==> src/rtl/uart_ascii_pkg.sv <==
// Shared ASCII constants, parser states and error codes
// for the UART text front end (parser and printer).
package uart_ascii_pkg;

    localparam logic [7:0] CHAR_0     = 8'h30;
    localparam logic [7:0] CHAR_9     = 8'h39;
    localparam logic [7:0] CHAR_MINUS = 8'h2D;
    localparam logic [7:0] CHAR_PLUS  = 8'h2B;
    localparam logic [7:0] CHAR_CR    = 8'h0D;
    localparam logic [7:0] CHAR_LF    = 8'h0A;
    localparam logic [7:0] CHAR_SP    = 8'h20;

    typedef enum logic [1:0] {
        IDLE,
        SIGNED,
        DIGITS,
        ERROR
    } state_t;

    localparam logic [1:0] ERR_BAD   = 2'd1;
    localparam logic [1:0] ERR_OVF   = 2'd2;
    localparam logic [1:0] ERR_EMPTY = 2'd3;

endpackage

==> src/rtl/ascii_number_parser.sv <==
// Decodes ASCII signed decimal tokens from the UART rx stream
// into two's-complement values, with per-token error reporting.
module ascii_number_parser
    import uart_ascii_pkg::*;
#(
    parameter int WIDTH       = 32,
    parameter int ACCEPT_PLUS = 1
) (
    input  logic             clk,
    input  logic             rst,
    input  logic [7:0]       rx_data,
    input  logic             new_rx_data,
    output logic [WIDTH-1:0] value,
    output logic             new_value,
    output logic             error,
    output logic [1:0]       err_code,
    output logic             busy
);

    localparam int WW = WIDTH + 4;
    localparam logic [WW-1:0] LIM_NEG = WW'(1) << (WIDTH - 1);
    localparam logic [WW-1:0] LIM_POS = LIM_NEG - WW'(1);

    state_t           state_q, state_d;
    logic [WIDTH-1:0] acc_q, acc_d;
    logic             neg_q, neg_d;
    logic [1:0]       reason_q, reason_d;
    logic [WIDTH-1:0] value_q, value_d;
    logic             new_value_q, new_value_d;
    logic             error_q, error_d;
    logic [1:0]       err_code_q, err_code_d;

    logic          is_digit;
    logic          is_sign;
    logic          is_term;
    logic [3:0]    digit;
    logic [WW-1:0] acc_w;
    logic [WW-1:0] times10;
    logic [WW-1:0] limit;

    // Byte classification and the times-ten-plus-digit datapath
    always_comb begin
        is_digit = (rx_data >= CHAR_0) && (rx_data <= CHAR_9);
        is_sign  = (rx_data == CHAR_MINUS)
                || ((ACCEPT_PLUS != 0) && (rx_data == CHAR_PLUS));
        is_term  = (rx_data == CHAR_CR) || (rx_data == CHAR_LF)
                || (rx_data == CHAR_SP);
        digit    = rx_data[3:0];
        acc_w    = {4'b0000, acc_q};
        times10  = (acc_w << 3) + (acc_w << 1)
                 + {{WIDTH{1'b0}}, digit};
        limit    = neg_q ? LIM_NEG : LIM_POS;
    end

    // Token FSM: next state, accumulator and output pulses
    always_comb begin
        state_d     = state_q;
        acc_d       = acc_q;
        neg_d       = neg_q;
        reason_d    = reason_q;
        value_d     = value_q;
        new_value_d = 1'b0;
        error_d     = 1'b0;
        err_code_d  = err_code_q;
        if (new_rx_data) begin
            unique case (state_q)
                IDLE: begin
                    if (is_term) begin
                        state_d = IDLE;
                    end else if (is_sign) begin
                        neg_d   = (rx_data == CHAR_MINUS);
                        acc_d   = '0;
                        state_d = SIGNED;
                    end else if (is_digit) begin
                        neg_d   = 1'b0;
                        acc_d   = {{(WIDTH-4){1'b0}}, digit};
                        state_d = DIGITS;
                    end else begin
                        reason_d = ERR_BAD;
                        state_d  = ERROR;
                    end
                end
                SIGNED: begin
                    if (is_digit) begin
                        acc_d   = {{(WIDTH-4){1'b0}}, digit};
                        state_d = DIGITS;
                    end else if (is_term) begin
                        error_d    = 1'b1;
                        err_code_d = ERR_EMPTY;
                        state_d    = IDLE;
                    end else begin
                        reason_d = ERR_BAD;
                        state_d  = ERROR;
                    end
                end
                DIGITS: begin
                    if (is_digit) begin
                        if (times10 > limit) begin
                            reason_d = ERR_OVF;
                            state_d  = ERROR;
                        end else begin
                            acc_d = times10[WIDTH-1:0];
                        end
                    end else if (is_term) begin
                        value_d     = neg_q ? -acc_q : acc_q;
                        new_value_d = 1'b1;
                        state_d     = IDLE;
                    end else begin
                        reason_d = ERR_BAD;
                        state_d  = ERROR;
                    end
                end
                ERROR: begin
                    if (is_term) begin
                        error_d    = 1'b1;
                        err_code_d = reason_q;
                        state_d    = IDLE;
                    end
                end
                default: state_d = IDLE;
            endcase
        end
    end

    // State and registered outputs
    always_ff @(posedge clk or negedge rst) begin
        if (!rst) begin
            state_q     <= IDLE;
            acc_q       <= '0;
            neg_q       <= 1'b0;
            reason_q    <= 2'd0;
            value_q     <= '0;
            new_value_q <= 1'b0;
            error_q     <= 1'b0;
            err_code_q  <= 2'd0;
        end else begin
            state_q     <= state_d;
            acc_q       <= acc_d;
            neg_q       <= neg_d;
            reason_q    <= reason_d;
            value_q     <= value_d;
            new_value_q <= new_value_d;
            error_q     <= error_d;
            err_code_q  <= err_code_d;
        end
    end

    assign value     = value_q;
    assign new_value = new_value_q;
    assign error     = error_q;
    assign err_code  = err_code_q;
    assign busy      = (state_q != IDLE);

endmodule

==> config.mk <==
export PLATFORM = sky130hd
export DESIGN_NAME = ascii_number_parser
export DESIGN_NICKNAME = d
export VERILOG_FILES = /design/src/rtl/uart_ascii_pkg.sv /design/src/rtl/ascii_number_parser.sv
export SDC_FILE = /design/constraint.sdc
export NUM_CORES = 1
export LEC_CHECK = 0
export BUFFER_PORTS_ARGS = -buffer_cell sky130_fd_sc_hd__buf_2
export CORE_AREA = 3 3 114 116
export CTS_CLUSTER_DIAMETER = 60
export DETAILED_ROUTE_END_ITERATION = 16
export DIE_AREA = 0 0 117 119
export GPL_TIMING_DRIVEN = 0
export HOLD_SLACK_MARGIN = 0.02
export PLACE_DENSITY = 0.79
export SYNTH_ARGS = -nofsm -noshare
export SYNTH_HDL_FRONTEND = slang
export SYNTH_SLANG_ARGS = --single-unit
export TNS_END_PERCENT = 10
==> constraint.sdc <==
create_clock -name clk -period 5.8 [get_ports clk]
set_input_delay 0.29 -clock clk [delete_from_list [all_inputs] [get_ports clk]]
set_output_delay 0.29 -clock clk [all_outputs]
set_load 0.1 [all_outputs]
; ---- After elaboration in Yosys (flattened, before gate mapping)
; Index checks and enable logic that the tools add are counted.
[classes]
add_sub_neg = 3
n_mul = 0
div = 0
magnitude_cmp = 3
eq_ne = 17
shifts = 0
n_mux = 37
n_bitwise = 2
reduce_logical = 15
[ops]
columns = operator, n
row1 = 2-to-1 mux 32 bit, 7
row2 = one-hot mux 32 bit (3 select lines), 1
row3 = adder 35 x 33 -> 36 bit, 1
row4 = adder 36 x 4 -> 36 bit, 1
row5 = > comparator 36 x 32 -> 1 bit, 1
row6 = 2-to-1 mux 2 bit, 17
row7 = negator 32 bit, 1
row8 = "equality test 8 x 6 -> 1 bit, second input constant", 3
row9 = "equality test 8 x 4 -> 1 bit, second input constant", 2
row10 = "!= test 2 bit, second input constant", 8
row11 = AND reduction 5 bit, 2
row12 = ">= comparator 8 x 6 -> 1 bit, second input constant", 1
row13 = "less-or-equal comparator 8 x 6 -> 1 bit, second input constant", 1
row14 = 2-to-1 mux 1 bit, 8
row15 = one-hot mux 2 bit (4 select lines), 1
row16 = AND reduction 4 bit, 2
row17 = AND reduction 7 bit, 1
row18 = one-hot mux 2 bit (3 select lines), 1
row19 = nonzero test 2 bit, 3
row20 = "equality test 2 bit, second input constant", 2
row21 = one-hot mux 2 bit (2 select lines), 1
row22 = logical OR 1 bit, 3
row23 = "!= test 3 bit, second input constant", 1
row24 = AND reduction 3 bit, 1
row25 = other kinds (6), 7
[word_totals]
reg_bits = 73
latchBits = 0
mem_bits_rw = 0
mem_bits_ro = 0
output_inout_bits = 37
elab_cells = 85
n_memories = 0

; ---- Logic depth before layout (Yosys ltp)
; Gate-level depths: netlist of run 1.
[depth]
ltp_word = 7
ltp_mapped = 21
ltp_nobuf = 20

; ---- Worst setup path before layout of run 1
; Ideal clock, no wire load.
[synth_timing]
path_kind = register -> register
startpoint = reg acc_q[11]
endpoint = reg acc_q[13]
arrival_ns = 4.659
t_required_ns = 5.679
slack_ns = 1.020
stages_incl_launch_ff = 21
path_buffers = 2
period_less_slack_ns = 4.780
cell_sequence = dfrtp_1 -> ha_1 -> ha_1 -> clkbuf_1 -> a21o_1 -> o21bai_1 -> o2bb2ai_1 -> or3_1 -> a21oi_1 -> o21ba_2 -> xnor2_1 -> ha_1 -> and4_1 -> a221oi_1 -> o21a_1 -> a31oi_1 -> a211oi_2 -> nand4b_4 -> a21bo_4 -> buf_6 -> a22o_1
[synth_between]
elab_chain_len = 5
[synth_lines]
columns = element, line_no
row1 = "start, declared", ascii_number_parser.sv:25  ; logic [WIDTH-1:0] acc_q, acc_d;
row2 = "start signal, assigned", ascii_number_parser.sv:129  ; acc_q <= '0;
row3 = "start signal, assigned", ascii_number_parser.sv:138  ; acc_q <= acc_d;
row4 = adder 35 x 33 -> 36 bit *, ascii_number_parser.sv:50  ; times10 = (acc_w << 3) + (acc_w << 1)
row5 = adder 36 x 4 -> 36 bit *, ascii_number_parser.sv:51  ; + {{WIDTH{1'b0}}, digit};
row6 = > comparator 36 x 32 -> 1 bit or 2-to-1 mux 32 bit (tied branches), ascii_number_parser.sv:98  ; if (times10 > limit) begin
row7 = != test 2 bit (no source line) or 2-to-1 mux 32 bit (tied branches), --
row8 = AND reduction 5 bit (no source line) or one-hot mux 32 bit (3 select lines) (tied branches), --
; Mark *: on every way between the ends. The rest lies on a longest branch, timed or not. The select of a mux whose other input is x is not followed.
; A chain may end at the register's enable or synchronous reset.

; ---- Worst setup path in the final report of run 1
[layout_timing]
startpoint = reg acc_q[0]
endpoint = reg acc_q[17]
; Same word-level chain as after synthesis.

==> results by group, run 1 <==
Die
  – # rows: 40
  – Die height: 119 um
  – Die area: 0.01392 sq mm
  – Initial Utilization: 54.73%
  – Number of placed I/O pins: 48
  – CORE AREA: 0.01201 sq mm
  – Chip width: 117 um

Route
  – Drc violations: 0
  – ANT nets after route: 0
  – Initial DRC count: 349
  – WL/cell: 17.04 um
  – Initial DRT Pass Iterations: 5
  – Vias per cell: 6.139
  – Total number of vias: 5850
  – Final WL: 16.24 mm

Clock network
  – Post-CTS setup buffer count: 0
  – Total CTS buffers: 9
  – TritonCTS clock tree: done
  – CTS Root Cell: clkbuf_16
  – Longest Clk Path Bufs: 2
  – H-tree Lvls: 3
  – Clk Latency, worst-skew pair: 0.35 ns
  – Clk slew on worst S/H paths: 0.06 ns
  – Clock tree sinks: 73

Logic synthesis
  – Asr flop ratio synth: 100.0%
  – Post-synth EDFFs: 0
  – Syn_area_per_cell: 8.848 sq um
  – Yosys top cell area share: 27.79%
  – Synth top area cells: dfrtp_1, ha_1, o21ai_0
  – Synth Instances: 743
  – Post-synth net total: 857
  – Seq/Total Area, Yosys: 27.79%
  – Synthesis-stage register bit count: 73
  – Main flop type after synthesis: dfrtp_1
  – Cell taking the most area after synthesis: dfrtp_1
  – Yosys warns: 0
  – Cell variety after synth: 68
  – Syn Std Cell Area: 0.006574 sq mm

Finish
  – Layout cells sized above 1: 10.67%
  – Most frequent cells in the layout: ha_1, nand2_1, dfrtp_1
  – Final Non-Filler Cells: 953
  – # fillers: 1059
  – Most common cell after layout, fill and taps aside: ha_1
  – Register area: 0.001829 sq mm
  – Area growth from synthesis to layout: 11.71%
  – ANT cells: 0
  – Nets: 917
  – Area of the multi-input gates: 0.004543 sq mm

Power
  – Pwr/cell area: 326.8 mW/mm^2
  – Max rail drop VDD: 242.1 uV
  – Leakage power: 0.003838 uW

Run
  – Max cap viols: 0

STA
  – Final Max Tran Viols: 0
  – Sum Neg Setup Slack: 0 ns
  – Final setup fails: 0
  – Hold Fails Final Rpt: 0
  – Min cycle time layout: 5.464 ns
  – Worst Skew: 0.007993 ns
  – Fin crit share: 94.21%
  – Slew margin rel.: 15.34%
  – RSZ-0062 raised after global routing: no
  – Worst-Margin Slew: 1.270 ns
  – Fmax: 0.1830 GHz

Setup path
  – Slowest-stage cell, CP: fa_1
  – Startpoint Class: flip-flop
  – CP Cell Sequence: fa_1, fa_1, a211oi_1, o211ai_1, a21oi_2, o21ai_0, a41oi_1, xnor2_1, ha_1, nand2_1, o21ai_0, a221oi_2, o21a_1, a31oi_1, a211oi_2, nand4b_4, a21bo_4, buf_6, a22o_1
  – Worst setup EP type: flip-flop
  – CP top delay family: compound AO/OA/AOI/OAI gates
  – Critical path arrival: 5.69 ns
  – Largest stage delay, worst path: 0.53 ns
  – Worst path required time: 6.02 ns
  – Crit-path max FO: 10
  – WP buf/inv: 1
  – Crit Path Category: flip-flop to flip-flop

Run status
  – Status: completed

Global routing
  – Largest net degree at the start of global routing: 53
  – Grt ovf: 0
  – Met3 GRT Util: 3.252%
  – Number of global-route vias before repair: 5486
  – Global-route wire length before repair: 26.69 mm
  – Total GRT Usage: 23.80%
  – GRT Max-Usage Layer: met2
  – Initial antenna violation count: 0
  – Met1 usage: 32.84%
  – Met2 usage: 37.98%

Placement
  – Placer Congestion: 0.9619
  – Port Buffers: 47
  – Detail Placement HPWL: 12.70 mm
  – Placed Cells: 938

Hold path
  – Min-delay worst type: primary input to flip-flop
## kinds of logic after synthesis
family / after synthesis / share of synthesized area, %
buffers and inverters: 52 / 3.445
adder cells (fa/ha/maj): 103 / 19.83
XOR/XNOR: 60 / 8.108
AND/OR/NAND/NOR: 199 / 15.19
AO/OA/AOI/OAI: 255 / 25.49
flip-flops: 73 / 27.79
multiplexers: 1 / 0.1523
## synthesized netlist by cell type, drive strengths merged (13+ instances only)
master,n
a21o,19
a21oi,64
a22o,29
clkbuf,21
dfrtp,73
ha,101
inv,24
nand2,79
nand3,13
nand4,16
nor2,28
o21ai,74
xnor2,29
xor2,31
## worst register-to-register path: cells and delay by family, from the launching register on
family	cells	cell delay, ns
adders and majority gates	3	1.30
xor gates and xnor gates	1	0.20
buffers and inverters	1	0.14
AOI/OAI and AO/OA	12	2.92
DFF	1	0.48
and+or+nand+nor	2	0.29
## what timing repair did
action,CTS,global route
endpoints found under the setup margin,0,34
gates resized for setup,0,6
hold endpoints to repair,21,0
hold buffers,1,0
## flip-flops by register name (all words and copies together) (netlist names)
signal and count:
reason_q 2, value 32, state_q 2, new_value 1, error 1, acc_q 32, err_code 2, neg_q 1
## report_power, final
group	internal, uW	leakage (uW)	switching, uW	total [uW]
Combinational	425	0.00270	803	1230
Clock	339	0.000137	210	549
Sequential	562	0.000999	59.4	622
Total	1330	0.00384	1070	2400
## cell type report
class	instances	share of cell area, %
clock buffers	11	3.306
plain buffers	28	1.857
multi-input cells	618	61.87
repair buffers	49	3.749
flip-flops and latches	73	24.91
clock inverters	3	0.5793
well taps	147	2.505
inverters	24	1.227
## metrics by stage
| stage | power, uW | util (%) | worst slack (ns) | hold slack [ns] | instance area (sq um) |
|---|---|---|---|---|---|
| 6_report | 2400 | 61.14 | 0.3360 | 0.2398 | 7343 |
| 5_1_grt | 2564 | 61.14 | 0.05848 | 0.2616 | 7343 |
| 4_1_cts | 2397 | 60.93 | 0.08747 | 0.2408 | 7318 |
| 3_3_place_gp | 1813 | 58.22 | 0.1584 | 0.4576 | 6993 |
| 3_5_place_dp | 1843 | 58.47 | 0.1108 | 0.2279 | 7023 |
| 2_1_floorplan | 1598 | - | 1.020 | -0.005591 | 6574 |
## routing by layer
metal | share of wire (%) | wire, um | vias up
met4 | 2.2 | 365 | 0
li1 | - | - | 2903
met1 | 48 | 7717 | 2759
met2 | 46 | 7478 | 157
met3 | 4.2 | 676 | 31
met5 | 0 | 0 | -
## final timing paths
check                      depth (start not counted)  slack (ns)        from         to
setup / recovery                                  19        0.34    acc_q[0]  acc_q[17]
max in group asynchronous                          3        4.84         rst   value[8]
hold / removal                                     2        0.24  rx_data[1]      neg_q
min in group asynchronous                          2        0.40         rst      neg_q
setup reg to reg                                  19        0.34    acc_q[0]  acc_q[17]
hold reg to reg                                    2        0.47   value[25]  value[25]
(Power assumes the default switching activity.)
==> run 2, diff against run 1 <==
Settings changed: CORE_AREA 3 3 114 116 to 2 2 113 115, DIE_AREA 0 0 117 119 to 0 0 115 117.
==> results by group, run 2 (synthesis gave the netlist of run 1 again) <==
Run status
  – Status: completed

Route
  – Drc violations: 0
  – Initial DRC count: 389
  – Total number of vias: 5809
  – Final WL: 15.73 mm
  – ANT nets after route: 0
  – WL/cell: 16.44 um
  – Initial DRT Pass Iterations: 5
  – Vias per cell: 6.070

STA
  – Worst Skew: 0.008908 ns
  – Sum Neg Setup Slack: 0 ns
  – Slew margin rel.: 19.57%
  – Min cycle time layout: 5.562 ns
  – Worst Slack Setup Final: 0.2377 ns
  – Worst-Margin Slew: 1.206 ns
  – Final setup fails: 0
  – Hold Fails Final Rpt: 0
  – Fmax: 0.1798 GHz
  – Fin crit share: 95.90%
  – RSZ-0062 raised after global routing: no
  – Final Max Tran Viols: 0

Setup path
  – CP top delay family: compound AO/OA/AOI/OAI gates
  – Slowest-stage cell, CP: fa_1
  – Worst path required time: 6.04 ns
  – Crit Path Category: flip-flop to flip-flop
  – Worst r2r src: acc_q[0]
  – WP buf/inv: 1
  – Worst setup EP type: flip-flop
  – WP depth: 19
  – Startpoint Class: flip-flop
  – Largest stage delay, worst path: 0.53 ns
  – CP Cell Sequence: fa_1, fa_1, a211oi_1, o211ai_1, a21oi_1, o21ai_0, a41oi_1, xnor2_1, ha_1, nand2_1, o21ai_0, a221oi_2, o21a_1, a31oi_1, a211oi_2, nand4b_4, a21bo_4, buf_6, a22o_1
  – Critical path arrival: 5.80 ns
  – R2R cell count: 19
  – CP Launch Point: acc_q[0]
  – Crit-path max FO: 10

Die
  – Chip width: 115 um
  – Die area: 0.01346 sq mm
  – Die height: 117 um
  – Initial Utilization: 53.39%
  – CORE AREA: 0.01231 sq mm
  – # rows: 41
  – Number of placed I/O pins: 48

Global routing
  – Largest net degree at the start of global routing: 58
  – Grt ovf: 0
  – Global-route wire length before repair: 26.28 mm
  – Number of global-route vias before repair: 5427
  – Initial antenna violation count: 0
  – Total GRT Usage: 24.62%

Hold path
  – Min-delay worst type: primary input to flip-flop
  – HP Start: rx_data[0]
  – Hold depth: 3

Clock network
  – Total CTS buffers: 9
  – H-tree Lvls: 3
  – TritonCTS clock tree: done
  – Post-CTS setup buffer count: 0
  – Clk slew on worst S/H paths: 0.06 ns
  – Longest Clk Path Bufs: 2
  – CTS Root Cell: clkbuf_16
  – Clk Latency, worst-skew pair: 0.35 ns
  – Clock tree sinks: 73

Power
  – Max rail drop VDD: 279.3 uV
  – Leakage power: 0.003822 uW
  – Pwr/cell area: 322.5 mW/mm^2

Finish
  – Layout cells sized above 1: 10.53%
  – Area growth from synthesis to layout: 11.31%
  – Most frequent cells in the layout: ha_1, nand2_1, dfrtp_1
  – Most common cell after layout, fill and taps aside: ha_1
  – ANT cells: 0
  – Nets: 917
  – Post-route cell area: 0.007317 sq mm

Placement
  – Port Buffers: 47
  – Detail Placement HPWL: 12.11 mm
  – Pre-CTS setup slack: 0.04758 ns
  – Placer Congestion: 0.9158
  – Dpl cell area: 0.007027 sq mm

Run
  – Max cap viols: 0
[run 2: path summary, 6_finish.rpt]
kind / endpoint / slack [ns]
max in group asynchronous: value[20] / 4.86
hold reg to reg: value[5] / 0.47
setup / recovery: acc_q[4] / 0.24
min in group asynchronous: acc_q[3] / 0.36
hold / removal: acc_q[0] / 0.24
setup reg to reg: acc_q[4] / 0.24
[run 2: final cells by class]
type                            count  area, sq um
Clock buffer                       10        239.0
Fill cell                        1080         4995
Tap cell                          150        187.7
Multi-Input combinational cell    618         4527
Sequential cell                    73         1829
Timing Repair Buffer               49        275.3
Inverter                           24        90.09
Buffer                             28        136.4
Clock inverter                      5        32.53
[run 2: metrics by stage]
step / hold WS (ns) / util (%) / total power (uW) / std cells
after floorplan: -0.005591 / - / 1598 / 743
after global placement: 0.4581 / 56.83 / 1808 / 940
after detailed placement: 0.1985 / 57.07 / 1832 / 941
after CTS: 0.2417 / 59.36 / 2359 / 957
after global routing: 0.2684 / 59.43 / 2536 / 957
final: 0.2438 / 59.43 / 2360 / 957
[run 2: worst register-to-register path: cells and delay by family, from the launching register on]
family	cells	cell delay, ns
simple gates	2	0.27
buf+inv	1	0.16
compound gates	12	3.03
flops	1	0.48
xor+xnor	1	0.19
fa+ha+maj	3	1.30
[run 2: routing by layer]
layer | GRT usage [%] | routed length (um) | up-vias
li1 | - | - | 2896
met1 | 32.91 | 7340 | 2742
met2 | 40.43 | 7218 | 144
met3 | 4.789 | 875 | 27
met4 | 7.871 | 299 | 0
met5 | 0 | 0 | -
[run 2: where the power goes]
| group | total, uW | switching, uW | internal (uW) |
|---|---|---|---|
| combinational | 1220 | 797 | 420 |
| sequential | 620 | 57.2 | 562 |
| clock | 523 | 226 | 297 |
| total | 2360 | 1080 | 1280 |
[run 2: timing repair]
action,CTS,global route
setup endpoints to repair,0,34
endpoints found under the hold margin,16,0
gates resized for setup,0,3
hold buffers,1,0
==> run 3, diff against run 2 <==
Settings changed: CORE_AREA 2 2 113 115 to 2 2 141 143, DIE_AREA 0 0 115 117 to 0 0 143 145, PLACE_DENSITY 0.79 to 0.57.
==> results by group, run 3 (synthesis gave the netlist of run 1 again) <==
STA
  – Worst-Margin Slew: 1.213 ns
  – Worst Skew: 0.007929 ns
  – Final setup fails: 0
  – Slew margin rel.: 19.11%
  – Fmax: 0.1809 GHz
  – Hold_ws: 0.2627 ns
  – Fin crit share: 95.33%
  – RSZ-0062 raised after global routing: no
  – Hold Fails Final Rpt: 0
  – Final Max Tran Viols: 0
  – Min cycle time layout: 5.529 ns
  – Worst Slack Setup Final: 0.2708 ns

Power
  – Clock Power Share: 24.9%
  – Leakage power: 0.003853 uW
  – Net Sw Frac: 44.42%
  – Overall Power: 2453 uW
  – Sequential power share: 25.3%
  – Int Power: 1364 uW
  – Comb pwr share: 49.8%
  – Max rail drop VDD: 247.2 uV
  – Pwr/cell area: 326.0 mW/mm^2
  – Psw: 1090 uW

Die
  – Initial Utilization: 34.23%
  – Die height: 145 um
  – # rows: 51
  – Number of placed I/O pins: 48
  – CORE AREA: 0.01921 sq mm
  – Die area: 0.02074 sq mm
  – Chip width: 143 um

Run status
  – Status: completed

Placement
  – Placed Cells: 1056
  – Pre-CTS setup slack: -0.009994 ns
  – Port Buffers: 47
  – Detail Placement HPWL: 13.09 mm
  – Placer Congestion: 0.8593

Clock network
  – H-tree Lvls: 3
  – TritonCTS clock tree: done
  – Clock tree sinks: 73
  – Longest Clk Path Bufs: 2
  – Post-CTS setup buffer count: 0
  – Clk slew on worst S/H paths: 0.06 ns
  – Clk Latency, worst-skew pair: 0.34 ns
  – CTS Root Cell: clkbuf_16
  – Total CTS buffers: 9

Setup path
  – R2R cell count: 19
  – CP Launch Point: acc_q[0]
  – RR Endpoint: acc_q[4]
  – Crit-path max FO: 10
  – Worst setup path endpoint: acc_q[4]
  – Worst r2r src: acc_q[0]
  – Worst path required time: 6.03 ns
  – Startpoint Class: flip-flop
  – Critical path arrival: 5.76 ns
  – Flop-to-flop setup slack: 0.27 ns
  – Crit Path Category: flip-flop to flip-flop
  – Worst setup EP type: flip-flop

Finish
  – Final Non-Filler Cells: 1073
  – Most frequent cells in the layout: ha_1, nand2_1, dfrtp_1
  – Final core utilization: 39.18%
  – Most common cell after layout, fill and taps aside: ha_1
  – Area growth from synthesis to layout: 14.47%
  – ANT cells: 0
  – Layout cells sized above 1: 10.89%
  – Nets: 917

Run
  – Max cap viols: 0

Route
  – Vias per cell: 5.206
  – Initial DRT Pass Iterations: 4
  – WL/cell: 15.35 um
  – Final WL: 16.47 mm
  – Initial DRC count: 300
  – Total number of vias: 5586
  – Drc violations: 0
  – ANT nets after route: 0

Hold path
  – Min-delay worst type: primary input to flip-flop

Global routing
  – Number of global-route vias before repair: 5426
  – Largest net degree at the start of global routing: 48
  – Grt ovf: 0
  – Total GRT Usage: 16.50%
  – Global-route wire length before repair: 27.50 mm
  – Initial antenna violation count: 0
==> run 3: cell types whose count changed in the layout (fill, tap and decap cells not counted), sizes merged <==
cell and change:
clkinvlp -2, bufinv +2, inv +1
==> run 3: what timing repair did <==
action	CTS	global route
endpoints found under the hold margin	26	0
hold buffers	1	0
endpoints found under the setup margin	19	33
pin swaps	0	0
gates resized for setup	1	5
==> run 3: how the worst min path moves through the flow <==
stage / cells after the start / startpoint / to / slack, ns
2_1_floorplan: 0 / rst / acc_q[0] / -0.006
3_3_place_gp: 2 / value[8] / value[8] / 0.46
3_5_place_dp: 1 / rst / error / 0.26
4_1_cts: 3 / rx_data[0] / acc_q[0] / 0.26
5_1_grt: 3 / rx_data[0] / acc_q[0] / 0.29
6_report: 3 / rx_data[0] / acc_q[0] / 0.26
==> run 3: critical path, cell delays in order (launching register included) <==
cell      delay, ns
dfrtp_2        0.48
fa_1           0.53
fa_1           0.49
a211oi_1       0.35
o211ai_1       0.21
a21oi_2        0.23
o21ai_0        0.16
a41oi_1        0.31
xnor2_1        0.20
ha_1           0.28
nand2_1        0.07
o21ai_0        0.11
a221oi_2       0.42
o21a_1         0.18
a31oi_1        0.11
a211oi_2       0.35
nand4b_4       0.21
a21bo_4        0.30
buf_6          0.16
a22o_1         0.23
==> run 3: cell type report <==
class / count / area, sq um
clock inverter: 6 / 90.09
inverter: 24 / 90.09
buffer: 28 / 136.4
clock buffer: 10 / 229.0
multi-input combinational: 618 / 4543
timing repair buffer: 49 / 275.3
tap: 265 / 331.6
fill: 1993 / 11680
sequential: 73 / 1829
==> run 3: power by group through the flow <==
stage	combinational (uW)	clock (uW)	sequential, uW
global route	1370	641	630
global placement	1210	0	628
CTS	1220	625	620
floorplan	766	0	831
detailed placement	1220	0	629
finish	1220	610	621
==> run 3: stage by stage <==
stage,TNS (ns),area (sq um)
final,0,7525
after global routing,0,7525
after CTS,0,7506
after detailed placement,-0.02119,7171
after global placement,0,7141
after floorplan,0,6574
==> run 3: per-layer routing <==
| metal | vias to the layer above | routed length, um | global-route usage [%] |
|---|---|---|---|
| met4 | 0 | 131 | 4.257 |
| li1 | 2900 | - | - |
| met2 | 87 | 7199 | 25.31 |
| met5 | - | 0 | 0 |
| met3 | 6 | 791 | 2.904 |
| met1 | 2593 | 8349 | 23.85 |
